**config.mk**
```make
export PLATFORM = sky130hd
export DESIGN_NAME = neuron_status_sequencer
export DESIGN_NICKNAME = d
export VERILOG_FILES = /design/src/rtl/neuron_status_sequencer.sv
export SDC_FILE = /design/constraint.sdc
export NUM_CORES = 2
export LEC_CHECK = 0
export CAP_MARGIN = 20
export CORE_MARGIN = 10
export CORE_UTILIZATION = 30
export CTS_CLUSTER_SIZE = 24
export DETAILED_ROUTE_END_ITERATION = 16
export HOLD_SLACK_MARGIN = 0.08
export PLACE_DENSITY = 0.51
export SYNTH_ARGS = -nofsm -noshare
export SYNTH_HDL_FRONTEND = slang
export SYNTH_SLANG_ARGS = --single-unit
```
**constraint.sdc**
```tcl
create_clock -name Clock -period 10.1 [get_ports Clock]
set_input_delay 1.515 -clock Clock [delete_from_list [all_inputs] [get_ports Clock]]
set_output_delay 1.515 -clock Clock [all_outputs]
set_load 0.02 [all_outputs]
```
**src/rtl/neuron_status_sequencer.sv**
```systemverilog
// neuron_status_sequencer
// Owns the status table {Vmem, gex, gin, RefVal} for 2^NEURON_ADDR_WIDTH
// neurons. On Start it walks every neuron once. For each neuron it spends two
// cycles: an ISSUE cycle that strobes the external neuron unit, then a CAPTURE
// cycle that stores the unit's updated status and reports any spike.
// Optional feature: define NEURON_SPIKE_COUNT_EN to add a per-sweep SpikeCount
// output. The default build leaves the macro undefined and has no counter.

module neuron_status_sequencer #(
  parameter int DATA_WIDTH        = 64,
  parameter int TREF_WIDTH        = 5,
  parameter int NEURON_ADDR_WIDTH = 4
) (
  input  logic                         Clock,
  input  logic                         Reset,
  input  logic                         Start,
  input  logic                         InitWrEn,
  input  logic [NEURON_ADDR_WIDTH-1:0] InitAddr,
  input  logic signed [DATA_WIDTH-1:0] InitVmem,
  output logic                         UpdateEnable,
  output logic [NEURON_ADDR_WIDTH-1:0] NeuronAddr,
  output logic signed [DATA_WIDTH-1:0] Vmem,
  output logic signed [DATA_WIDTH-1:0] gex,
  output logic signed [DATA_WIDTH-1:0] gin,
  output logic [TREF_WIDTH+2:0]        RefVal,
  input  logic signed [DATA_WIDTH-1:0] VmemIn,
  input  logic signed [DATA_WIDTH-1:0] gexIn,
  input  logic signed [DATA_WIDTH-1:0] ginIn,
  input  logic [TREF_WIDTH+2:0]        RefValIn,
  input  logic                         SpikeIn,
  output logic                         SpikeValid,
  output logic [NEURON_ADDR_WIDTH-1:0] SpikeAddr,
  output logic                         Busy,
  output logic                         Done
`ifdef NEURON_SPIKE_COUNT_EN
  ,
  output logic [NEURON_ADDR_WIDTH:0]   SpikeCount
`endif
);

  localparam int NUM_NEURONS = 1 << NEURON_ADDR_WIDTH;
  localparam int REF_WIDTH   = TREF_WIDTH + 3;

  typedef enum logic [1:0] {
    ST_IDLE,
    ST_ISSUE,
    ST_CAPTURE,
    ST_DONE
  } state_t;

  state_t state;

  // Status table, one entry per neuron.
  logic signed [DATA_WIDTH-1:0] vmem_q   [NUM_NEURONS];
  logic signed [DATA_WIDTH-1:0] gex_q    [NUM_NEURONS];
  logic signed [DATA_WIDTH-1:0] gin_q    [NUM_NEURONS];
  logic        [REF_WIDTH-1:0]  refval_q [NUM_NEURONS];

  // Last reported spiking neuron, shown on SpikeAddr between spikes.
  logic [NEURON_ADDR_WIDTH-1:0] spike_addr_q;

  logic init_write;
  logic capture_write;

  // A load is only honoured while idle. A write-back happens on every
  // CAPTURE cycle.
  assign init_write    = (state == ST_IDLE) && InitWrEn;
  assign capture_write = (state == ST_CAPTURE);

  // The unit sees the entry under service directly, with no extra latency.
  assign Vmem   = vmem_q[NeuronAddr];
  assign gex    = gex_q[NeuronAddr];
  assign gin    = gin_q[NeuronAddr];
  assign RefVal = refval_q[NeuronAddr];

  // A spike is reported in the same cycle the unit flags it. The address
  // falls back to the last reported neuron when no spike is reported.
  assign SpikeValid = capture_write && SpikeIn;
  assign SpikeAddr  = SpikeValid ? NeuronAddr : spike_addr_q;

  // Sweep controller: steps through ISSUE/CAPTURE pairs per neuron and
  // drives the registered strobes.
  always_ff @(posedge Clock) begin
    if (Reset) begin
      state        <= ST_IDLE;
      NeuronAddr   <= '0;
      UpdateEnable <= 1'b0;
      Busy         <= 1'b0;
      Done         <= 1'b0;
    end else begin
      UpdateEnable <= 1'b0;
      Done         <= 1'b0;
      case (state)
        ST_IDLE: begin
          if (Start) begin
            state        <= ST_ISSUE;
            NeuronAddr   <= '0;
            UpdateEnable <= 1'b1;
            Busy         <= 1'b1;
          end
        end
        ST_ISSUE: begin
          state <= ST_CAPTURE;
        end
        ST_CAPTURE: begin
          if (NeuronAddr == NEURON_ADDR_WIDTH'(NUM_NEURONS - 1)) begin
            state      <= ST_DONE;
            NeuronAddr <= '0;
            Done       <= 1'b1;
          end else begin
            state        <= ST_ISSUE;
            NeuronAddr   <= NeuronAddr + 1'b1;
            UpdateEnable <= 1'b1;
          end
        end
        ST_DONE: begin
          state      <= ST_IDLE;
          NeuronAddr <= '0;
          Busy       <= 1'b0;
        end
        default: begin
          state      <= ST_IDLE;
          NeuronAddr <= '0;
          Busy       <= 1'b0;
        end
      endcase
    end
  end

  // Status table update. The table takes initial loads while idle and
  // unmodified write-backs from the unit during CAPTURE.
  always_ff @(posedge Clock) begin
    if (Reset) begin
      for (int i = 0; i < NUM_NEURONS; i++) begin
        vmem_q[i]   <= '0;
        gex_q[i]    <= '0;
        gin_q[i]    <= '0;
        refval_q[i] <= '0;
      end
    end else if (init_write) begin
      vmem_q[InitAddr]   <= InitVmem;
      gex_q[InitAddr]    <= '0;
      gin_q[InitAddr]    <= '0;
      refval_q[InitAddr] <= '0;
    end else if (capture_write) begin
      vmem_q[NeuronAddr]   <= VmemIn;
      gex_q[NeuronAddr]    <= gexIn;
      gin_q[NeuronAddr]    <= ginIn;
      refval_q[NeuronAddr] <= RefValIn;
    end
  end

  // Remember the most recent spiking neuron so SpikeAddr stays stable
  // between spikes.
  always_ff @(posedge Clock) begin
    if (Reset) begin
      spike_addr_q <= '0;
    end else if (SpikeValid) begin
      spike_addr_q <= NeuronAddr;
    end
  end

`ifdef NEURON_SPIKE_COUNT_EN
  // Per-sweep spike tally. It clears when a sweep is accepted and holds its
  // value after Done until the next sweep starts.
  always_ff @(posedge Clock) begin
    if (Reset) begin
      SpikeCount <= '0;
    end else if ((state == ST_IDLE) && Start) begin
      SpikeCount <= '0;
    end else if (SpikeValid) begin
      SpikeCount <= SpikeCount + 1'b1;
    end
  end
`endif

endmodule

```
* Word-level counts from Yosys, hierarchy flattened *
Memories as Yosys holds them, arrays and structs flattened. A register that Yosys moved wholly into a read port is not among the register bits.
Index checks and enable logic that the tools add are counted.

word-level totals
  register bits = 13
  bits in latches = 0
  bits in writable memories = 3,200
  bits in read-only memories = 0
  input bits = 273
  output and inout bits = 212
  logic and storage cells = 87
  memories kept = 4

cells by class
  add/sub/neg operators = 1
  multipliers = 0
  div/mod/pow operators = 0
  $lt $le $gt $ge = 0
  equality and inequality tests = 5
  shift-type cells = 0
  muxes and demuxes = 54
  bitwise operators = 1
  reduce and logical (&&, ||, !) cells = 16

memory list
  memory    words  bits a word  read ports  clocked after Yosys merged registers in  wr ports  RTL line  text
  gex_q     16     64           1           1                                        16        55        logic signed [DATA_WIDTH-1:0] gex_q [NUM_NEURONS];
  gin_q     16     64           1           1                                        16        56        logic signed [DATA_WIDTH-1:0] gin_q [NUM_NEURONS];
  vmem_q    16     64           1           1                                        16        54        logic signed [DATA_WIDTH-1:0] vmem_q [NUM_NEURONS];
  refval_q  16     8            1           1                                        16        57        logic [REF_WIDTH-1:0] refval_q [NUM_NEURONS];

operator list
  operator             count
  $mux 64              6
  $reduce_or 64->1     6
  $mux 4               19
  $mux 1               21
  $mux 8               2
  $reduce_or 8->1      2
  $pmux 4 s3           1
  $pmux 2 s4           1
  $add 4x1->4 const B  1
  $eq 2x2->1 const B   2
  $eq 4x4->1 const B   1
  $mux 2               2
  $pmux 1 s2           2
  $reduce_and 2->1     2
  $reduce_bool 3->1    1
  $eq 2x1->1 const B   1
  $logic_and 1x1->1    2
  $logic_not 2->1      1
  $ne 2x2->1 const B   1
  $reduce_bool 2->1    1
  $reduce_or 2->1      1
  $not 1->1            1

* Logic depth before layout (Yosys ltp) *
  depth in word-level cells = 8
  mapped depth = 9
  gate-level depth less buffers = 5

* Least setup slack after synthesis *
OpenSTA, ideal clock, no wires.

  kind = input -> register
  start = in Reset
  end = mem gex_q[11][0], enable pin
  setup time = 1.581 ns
  arrival time = 6.334 ns
  data required time = 8.519 ns
  path slack = 2.185 ns
  cell stages on the path = 8
  path buffers = 4
  cells stage by stage = buf_2 > nor3b_2 > buf_4 > mux2_2 > nand4_1 > buf_2 > buf_1 > nand2_1

RTL lines
  element             RTL line  text
  start: declaration  15        input logic Reset,
  end: declaration    55

==> out/qor.csv <==
metric,value,unit
largest net degree at the start of global routing,124,
Slew headroom,16.5,%
layout cells sized above 1,15.6,%
R2R Path End,refval_q[15][1],
final global-route overflow total,0,
H-tree depth,5,
Final Util,35.1,%
mean post-synth cell area,14.9,µm²
Switching Fraction,22.9,%
internal power,22900,µW
Detailed Route Iter0 Violations,9906,
DRT antenna net count,0,
Mapped Area,0.136,mm²
routed len/inst,31.0,µm
Clk network pwr share,42.7,%
Critical Path End Type,output pin,
# IOs,485,
CTS buffer count,360,
Pre-antenna DRT Iters,6,
vias,83700,
Crit path arrival time,5.37,ns
R2R Setup Slk,5.07,ns
WL met3,39400,µm
CP Launch Type,register,
Worst-path clk slew,0.06,ns
R2R Path Start,state[1],
Mapped Cells,9107,
DRC,0,
Die H,693,µm
met2 wire length,234000,µm
Synth top area share,70.6,%
Final Net Count,9591,
Hold Crit Class,reg -> reg,
dpl hpwl,245000,µm
Final Cell Area,0.159,mm²
Synth Flop Type,edfxtp_1,
clock root buffer,clkbuf_16,
CORE AREA,0.452,mm²
Crit Path Class,reg -> out,
Met1 Routed Length,195000,µm
WL final,484000,µm
crit path capture,Vmem[37],
unrepaired setup endpoints after global routing,no,
power per cell area,187,mW/mm²
Clock Latency Late Sink,0.98,ns
hold buffers post-CTS,0,
Yosys cell types,37,
# setup viols final,0,
Area Growth Syn to Fin,16.7,%
setup bufs post-CTS,0,
post-synthesis register bit count,3217,
syn_nets,9381,
skew final,0.0563,ns
P_sw,6820,µW
CP Max Fanout,40,
Leak Pwr,0.0507,µW
most area-consuming cells after synthesis,"edfxtp_1, mux4_2, nor2_1",
overall power,29700,µW
FMAX,145,MHz
Worst Path Required,8.59,ns
die span in x,693,µm
"area leader, netlist",edfxtp_1,
"commonest non-fill, non-tap cells in the layout","nor2_1, edfxtp_1, mux4_2",
clk buf depth,4,
number of global-route vias before repair,87500,
global-route wire length before repair,676000,µm
sequential area share after synthesis,70.9,%
Comb pwr share,5.8,%
sequential power share,51.4,%
CTS tree,yes,
Cell Rows,247,
"commonest non-fill, non-tap cell in the layout",nor2_1,
YS warnings,0,
Least-Margin Pin Slew,1.25,ns
Worst IR Drop VDD,0.140,mV
fin crit share,68.2,%
max-slew violations,0,
ys async rst share,0,%
clock sink total,3217,
I/O Buffers,484,
Worst Reg-to-Reg Cells,8,
outcome,"finished, final reports clean",
die area,0.481,mm²
initial antenna violation count,24,
Setup TNS Final,0,ns
cell area after placement,0.147,mm²
final hold violations,0,
Vias/cell,5.37,
Max Cap Viol,0,
Top Metal Used,met5,
Final GP Congestion,0.727,
min Tclk post-route,6.89,ns
GRT Total Usage,19.5,%
Post-synth EDFFs,3200,
PostCTS Resize Cnt,0,
Fillers,43200,
starting density of the core,30.1,%
[power by group through the flow]
stage / clock network [µW] / registers [µW] / logic (µW)
global placement: 0 / 15500 / 1750
finish: 12700 / 15300 / 1730
detailed placement: 0 / 15600 / 1760
floorplan: 0 / 15600 / 869
global route: 13400 / 15300 / 1820
CTS: 12900 / 15300 / 1760
[worst max-delay path, cell delays in order, from the launching register on]
cell	delay [ns]
dfxtp_4	0.68
buf_4	0.71
nand2_4	0.72
o22ai_1	0.39
a21oi_1	0.10
a21oi_1	0.96
clkdlybuf4s50_1	0.81
[cells in the mapped netlist, drive strengths merged, types with 2 or more instances]
cell,n
o211ai,31
inv,3
mux2i,206
nand2b,3
a211oi,28
dfxtp,17
mux4,741
nor3b,2
a22oi,344
nand3b,2
clkbuf,460
nand2,328
mux2,8
o22ai,28
nor2b,16
buf,398
nor2,3211
edfxtp,3200
nand4,16
nand3,2
and2,7
a21oi,44
o21ai,2
[per-layer routing]
layer  up-vias  global-route usage, %
met5         -                      0
met4        12                   5.57
met3       720                   3.27
met2      4033                   32.8
met1     45000                   26.0
li1      34000                      -
[cells by family (layout without fill, tap and decap cells)]
group | after synthesis | count (layout) | share of synthesized area [%]
compound gates | 480 | 480 | 2.54
flops | 3217 | 3217 | 70.9
fa+ha+maj | 1 | 1 | 0.00920
buf+inv | 862 | 1367 | 2.67
mux | 955 | 955 | 13.9
simple gates | 3591 | 3591 | 10.0
other cells | 0 | 6 | 0
xor+xnor | 1 | 1 | 0.00644
[sequential cells by signal, indices dropped and copies added, names as in the netlist, named ones only]
name          count
UpdateEnable      1
spike_addr_q      4
NeuronAddr        4
Done              1
gin_q          1024
vmem_q         1024
state             2
refval_q        128
gex_q          1024
Busy              1
[per-stage QoR]
step,setup slack [ns],cells,hold slack [ns]
final,3.21,15600,0.585
after global routing,3.13,15600,0.619
after CTS,3.17,15600,0.590
after detailed placement,3.13,14900,0.576
after global placement,3.15,14900,0.572
after floorplan,2.19,9107,0.521
[final cells by class]
type / count / area (µm²) / area share [%]
clock buffer: 466 / 9510 / 5.99
inverter: 4 / 17.5 / 0.0110
multi-input combinational: 5028 / 36200 / 22.8
antenna: 6 / 15.0 / 0.00946
clock inverter: 191 / 1720 / 1.08
tap: 5976 / 7480 / 4.71
timing repair buffer: 706 / 7340 / 4.63
sequential: 3217 / 96400 / 60.8
[worst min-delay path by stage]
| stage | start | endpoint | slack, ns | depth (start not counted) |
|---|---|---|---|---|
| floorplan | state[0] | Done | 0.52 | 1 |
| global placement | spike_addr_q[0] | spike_addr_q[0] | 0.57 | 2 |
| detailed placement | spike_addr_q[3] | spike_addr_q[3] | 0.58 | 2 |
| CTS | spike_addr_q[3] | spike_addr_q[3] | 0.59 | 2 |
| global route | spike_addr_q[0] | spike_addr_q[0] | 0.62 | 2 |
| finish | spike_addr_q[3] | spike_addr_q[3] | 0.59 | 2 |
Power figures use the tool's default switching activity.
